**src/rtl/addr_stream_gen.sv**
```systemverilog
`default_nettype none
// +----------------------------------------------------------------------------+
// | addr_stream_gen : address-trace initiator (stride/loop/random/conflict)    |
// | Revision 1.0                                                               |
// +----------------------------------------------------------------------------+
module addr_stream_gen #(
  parameter int          ADDR_W     = 31,
  parameter int          LINE_SIZE  = 16,
  parameter int          SET_STRIDE = 4096,
  parameter int          CONFLICT_N = 33,
  parameter logic [30:0] LFSR_SEED  = 31'h1ACE5
) (
  input  logic              clk_41,
  input  logic              rst_41,
  input  logic              start_41,
  input  logic [1:0]        mode_41,
  input  logic [ADDR_W-1:0] base_41,
  input  logic [15:0]       stride_41,
  input  logic [ADDR_W-1:0] span_41,
  input  logic [ADDR_W-1:0] count_41,
  output logic [ADDR_W-1:0] addr_41,
  output logic              addr_valid_41,
  input  logic              addr_ready_41,
  output logic              busy_41,
  output logic              done_41,
  output logic [ADDR_W-1:0] issued_41
);

  localparam int                CIDX_W     = (CONFLICT_N > 1) ? $clog2(CONFLICT_N) : 1;
  localparam logic [ADDR_W-1:0] LINE_MASK  = ~ADDR_W'(LINE_SIZE - 1);
  localparam logic [ADDR_W-1:0] SET_STEP   = ADDR_W'(SET_STRIDE);
  localparam logic [CIDX_W-1:0] CIDX_LAST  = CIDX_W'(CONFLICT_N - 1);

  typedef enum logic [1:0] {
    S_IDLE = 2'd0,
    S_RUN  = 2'd1,
    S_DONE = 2'd2
  } state_e;

  state_e              state_q, state_d;
  logic [ADDR_W-1:0]   addr_q, addr_d;
  logic                valid_q, valid_d;
  logic [ADDR_W-1:0]   issued_q, issued_d;
  logic [1:0]          mode_q, mode_d;
  logic [ADDR_W-1:0]   base_q, base_d;
  logic [15:0]         stride_q, stride_d;
  logic [ADDR_W-1:0]   span_q, span_d;
  logic [ADDR_W-1:0]   count_q, count_d;
  logic [ADDR_W-1:0]   off_q, off_d;
  logic [30:0]         lfsr_q, lfsr_d;
  logic [CIDX_W-1:0]   cidx_q, cidx_d;

  logic                w_xfer;
  logic [ADDR_W-1:0]   w_off_step;
  logic [ADDR_W-1:0]   w_loop_span;
  logic [ADDR_W-1:0]   w_off_wrap;
  logic [30:0]         w_lfsr_step;
  logic [CIDX_W-1:0]   w_cidx_step;
  logic [ADDR_W-1:0]   w_issued_inc;

  // Random-mode offset: LFSR masked to the working set, then line aligned.
  function automatic logic [ADDR_W-1:0] rand_off(input logic [30:0] l,
                                                 input logic [ADDR_W-1:0] sp);
    return (ADDR_W'(l) & (sp - 1'b1)) & LINE_MASK;
  endfunction

  always_comb begin
    state_d  = state_q;
    addr_d   = addr_q;
    valid_d  = valid_q;
    issued_d = issued_q;
    mode_d   = mode_q;
    base_d   = base_q;
    stride_d = stride_q;
    span_d   = span_q;
    count_d  = count_q;
    off_d    = off_q;
    lfsr_d   = lfsr_q;
    cidx_d   = cidx_q;

    w_xfer       = valid_q & addr_ready_41;
    w_issued_inc = issued_q + 1'b1;
    w_off_step   = off_q + ADDR_W'(stride_q);
    w_loop_span  = (span_q == '0) ? ADDR_W'(stride_q) : span_q;
    w_off_wrap   = (w_off_step >= w_loop_span) ? (w_off_step - w_loop_span) : w_off_step;
    w_lfsr_step  = {lfsr_q[29:0], lfsr_q[30] ^ lfsr_q[27]};
    w_cidx_step  = (cidx_q == CIDX_LAST) ? '0 : (cidx_q + 1'b1);

    unique case (state_q)
      S_IDLE: begin
        if (start_41) begin
          mode_d   = mode_41;
          base_d   = base_41;
          stride_d = stride_41;
          span_d   = span_41;
          count_d  = count_41;
          issued_d = '0;
          off_d    = '0;
          cidx_d   = '0;
          if (count_41 == '0) begin
            state_d = S_DONE;
          end else begin
            state_d = S_RUN;
            valid_d = 1'b1;
            addr_d  = (mode_41 == 2'd2) ? (base_41 + rand_off(lfsr_q, span_41)) : base_41;
          end
        end
      end
      S_RUN: begin
        if (w_xfer) begin
          issued_d = w_issued_inc;
          unique case (mode_q)
            2'd0: begin
              off_d  = w_off_step;
              addr_d = base_q + w_off_step;
            end
            2'd1: begin
              off_d  = w_off_wrap;
              addr_d = base_q + w_off_wrap;
            end
            2'd2: begin
              lfsr_d = w_lfsr_step;
              addr_d = base_q + rand_off(w_lfsr_step, span_q);
            end
            default: begin
              cidx_d = w_cidx_step;
              addr_d = base_q + ADDR_W'(w_cidx_step) * SET_STEP;
            end
          endcase
          if (w_issued_inc == count_q) begin
            state_d = S_DONE;
            valid_d = 1'b0;
          end
        end
      end
      S_DONE: state_d = S_IDLE;
      default: begin
        state_d = S_IDLE;
        valid_d = 1'b0;
      end
    endcase
  end

  always_ff @(posedge clk_41) begin
    if (rst_41) begin
      state_q  <= S_IDLE;
      addr_q   <= '0;
      valid_q  <= 1'b0;
      issued_q <= '0;
      mode_q   <= '0;
      base_q   <= '0;
      stride_q <= '0;
      span_q   <= '0;
      count_q  <= '0;
      off_q    <= '0;
      lfsr_q   <= LFSR_SEED;
      cidx_q   <= '0;
    end else begin
      state_q  <= state_d;
      addr_q   <= addr_d;
      valid_q  <= valid_d;
      issued_q <= issued_d;
      mode_q   <= mode_d;
      base_q   <= base_d;
      stride_q <= stride_d;
      span_q   <= span_d;
      count_q  <= count_d;
      off_q    <= off_d;
      lfsr_q   <= lfsr_d;
      cidx_q   <= cidx_d;
    end
  end

  assign addr_41       = addr_q;
  assign addr_valid_41 = valid_q;
  assign busy_41       = (state_q == S_RUN);
  assign done_41       = (state_q == S_DONE);
  assign issued_41     = issued_q;

endmodule
`default_nettype wire

```
**config.mk**
```make
export PLATFORM = sky130hd
export DESIGN_NAME = addr_stream_gen
export DESIGN_NICKNAME = d
export VERILOG_FILES = /design/src/rtl/addr_stream_gen.sv
export SDC_FILE = /design/constraint.sdc
export NUM_CORES = 1
export LEC_CHECK = 0
export CELL_PAD_IN_SITES_DETAIL_PLACEMENT = 0
export CELL_PAD_IN_SITES_GLOBAL_PLACEMENT = 1
export CORE_MARGIN = 4
export CORE_UTILIZATION = 45
export CTS_BUF_LIST = sky130_fd_sc_hd__clkbuf_4
export DETAILED_ROUTE_END_ITERATION = 8
export PLACE_DENSITY = 0.84
export SLEW_MARGIN = 20
export SYNTH_ARGS = -nofsm -noshare
export SYNTH_HDL_FRONTEND = slang
export SYNTH_SLANG_ARGS = --single-unit
```
**constraint.sdc**
```tcl
create_clock -name clk_41 -period 18.6 [get_ports clk_41]
set_clock_uncertainty 0.05 [all_clocks]
set_input_delay 1.86 -clock clk_41 [delete_from_list [all_inputs] [get_ports clk_41]]
set_output_delay 1.86 -clock clk_41 [all_outputs]
set_load 0.02 [all_outputs]
```
==> results.tsv <==
stage	metric	value	unit
detailed_routing	wl	67400	um
critical_path	crit_slowest_cell	or4_1	
critical_path	critical-path-top-delay-family	compound AO/OA/AOI/OAI gates	
synthesis	syn-num-nets	2877	
synthesis	ys_seq_area_frac	0.254	
synthesis	postSynthCellCount	2613	
layout	drive_gt1_frac	0.0668	
sta	setup_tns	0	ns
detailed_routing	first_pass_iters	5	
cts	cts_resized	0	
sta	hold_violations	0	
critical_path	endpoint_kind	flip-flop	
grt	grt_pass1_wl	105000	um
layout	area_delta_synth_final	16.5	%
synthesis	ys.flop_type	dfxtp_1	
synthesis	ys_warn_count	0	
grt	grt_max_degree	78	
placed_design	io_buffers	179	
sta	fmax	105	MHz
min_path	hold_start	lfsr_q[2]	
sta	rsz0062_at_grt	no	
cts	cts_inserted_buffers	74	
run	cap_violations	0	
status	outcome	finished clean	
cts	clock_latency	0.82	ns
critical_path	worstPathArrival	10.18	ns
cts	h-tree-depth	3	
cts	post-cts-setup-buffers	0	
power	power_density	69.6	nW/um2
detailed_routing	ant_nets	0	
detailed_routing	vias	19649	
critical_path	r2r-end	addr_41[28]	
layout	fin_nets	3033	
synthesis	avgSynthCellArea	7.36	um2
sta	finalCriticalPeriod	9.55	ns
critical_path	cp_num_buf_inv	3	
synthesis	ys_types	80	
power	irDropWorstVdd	0.0000420	V
sta	min_period_over_period	0.513	
critical_path	worstRegToRegCells	31	
power	power.total	1.56	mW
floorplan	die_w	215	um
cts	cts.clk_slew.worst_paths	0.06	ns
power	leakage	9.17	nW
critical_path	timing.rr.start	span_q[0]	
critical_path	rrSetupSlack	9.05	ns
synthesis	syn_area	19200	um2
cts	root_buffer	clkbuf_4	
floorplan	boundaryPins	180	
synthesis	synth_seq_cells	244	
floorplan	initial_core_util	0.457	
sta	setup_violations	0	
cts	ctsHoldBuffers	0	
critical_path	critPathKind	flip-flop to flip-flop	
layout	nFillCells	4226	
placed_design	dp_hpwl	51200	um
grt	grt_overflow	0	
cts	cts.sinks	244	
cts	cts_tree	built	
critical_path	worst_ep_required_time	19.23	ns
detailed_routing	drt-initial-drc-count	1403	
detailed_routing	post_drt_wl_per_cell	20.1	um
grt	track_usage	0.282	
placed_design	gp_congestion	0.940	
critical_path	start_kind	flip-flop	
grt	grt_antenna_before_repair	2	
cts	clk_path_buf_depth	3	
floorplan	core	42100	um2
sta	slew_viol_final	0	
synthesis	async_flop_share	0	
min_path	min_path_type	flip-flop to flip-flop	
floorplan	fp-row-count	75	
critical_path	slowest_delay	0.65	ns
detailed_routing	routed_via_density	5.85	
floorplan	die_y	215	um
synthesis	synth_edf_count	0	
critical_path	cp_max_fo	49	
sta	tightestPinTransition	1.09	ns
floorplan	die-area	46100	um2
detailed_routing	post-route-drc-count	0	
min_path	worstHoldEndpoint	lfsr_q[3]	
sta	slew_headroom	0.269	
grt	grt_pass1_vias	18906	
min_path	hold_depth	2	
-- power by group --
| group | total [mW] | leakage, nW | internal (mW) | switching (mW) |
|---|---|---|---|---|
| Combinational | 0.421 | 6.61 | 0.168 | 0.254 |
| Sequential | 0.578 | 1.99 | 0.548 | 0.0298 |
| Clock | 0.560 | 0.562 | 0.303 | 0.257 |
| Total | 1.56 | 9.17 | 1.02 | 0.541 |
-- layer usage --
layer / GRT usage / share of wire / up-vias
met1: 0.349 / 0.42 / 9228
met4: 0.124 / 0.047 / 0
met3: 0.0459 / 0.052 / 157
met2: 0.483 / 0.48 / 570
li1: - / - / 9694
met5: 0 / 0 / -
-- tightest hold or removal path, stage by stage (launching register included) --
cell and delay, ns:
dfxtp_1 0.30, nand2_1 0.05, a21oi_1 0.05
-- cell usage in the layout, fill, tap and decap left out, types with 9 or more instances in the layout --
master and instances:
nand2_1 445, a21oi_1 330, dfxtp_1 243, nor2_1 208
clkdlybuf4s50_1 178, ha_1 143, xnor2_1 122, o21ai_0 120
clkbuf_4 107, xor2_1 80, inv_1 60, a21o_1 55
nor3_1 46, nand3_1 42, o21a_1 39, a22oi_1 37
and2_1 35, and3_1 29, nor2b_1 29, a211oi_1 28
o211ai_1 27, nand2b_1 26, nor4_1 23, buf_4 22
a31oi_1 21, or3_1 21, nand4_1 20, mux2_2 17
nand3b_1 17, a22o_1 16, o21bai_1 15, a21boi_0 15
o31ai_1 14, nor3b_1 13, mux2i_1 12, a211o_1 10
o311ai_0 10, clkinv_1 9
-- layout make-up --
| cell class | instances | area [um2] | share of cell area |
|---|---|---|---|
| clock buffers | 107 | 803 | 0.0358 |
| repair buffers | 201 | 1960 | 0.0874 |
| flip-flops and latches | 244 | 4890 | 0.218 |
| diodes | 5 | 12.5 | 0.000558 |
| well taps | 539 | 674 | 0.0301 |
| multi-input cells | 2188 | 13700 | 0.612 |
| clock inverters | 16 | 148 | 0.00659 |
| inverters | 60 | 225 | 0.0100 |
-- synthesized netlist by cell type (46+ instances only) --
library cell	instances	share of area
a21o_1	55	0.021
inv_1	60	0.012
o21ai_0	120	0.031
ha_1	143	0.093
nand2_1	446	0.087
xnor2_1	122	0.056
clkbuf_1	112	0.022
nor3_1	46	0.012
a21oi_1	331	0.086
xor2_1	80	0.036
dfxtp_1	244	0.25
nor2_1	211	0.041
-- sequential cells by signal, summed over array words and instances (netlist names), 16 cells and up --
signal,flops
addr_41,31
base_q,31
count_q,31
issued_41,31
lfsr_q,31
off_q,31
span_q,31
stride_q,16
-- worst max-delay path by stage --
stage	startpoint	end	slack [ns]	cells after the start
after detailed placement	span_q[0]	addr_41[28]	9.32	32
after floorplan	span_q[0]	addr_41[28]	10.65	31
after CTS	span_q[0]	addr_41[28]	9.20	32
after global routing	span_q[0]	addr_41[28]	8.32	32
after global placement	span_q[0]	addr_41[28]	9.54	32
final	span_q[0]	addr_41[28]	9.05	31
-- per-stage QoR --
step	hold slack [ns]	instance area [um2]	utilization	setup slack [ns]	instances
2_1_floorplan	0.382	19200	-	10.65	2613
4_1_cts	0.394	22400	0.532	9.20	3355
6_report	0.403	22400	0.532	9.05	3360
3_3_place_gp	0.390	21400	0.509	9.54	3232
3_5_place_dp	0.395	21500	0.509	9.32	3232
5_1_grt	0.424	22400	0.532	8.32	3360
-- cell families after synthesis --
| kind of cell | synth area share |
|---|---|
| compound gates | 0.260 |
| xor+xnor | 0.0928 |
| fa+ha+maj | 0.0992 |
| buf+inv | 0.0356 |
| flops | 0.254 |
| mux | 0.0170 |
| simple gates | 0.242 |
Power figures use the tool's default switching activity.
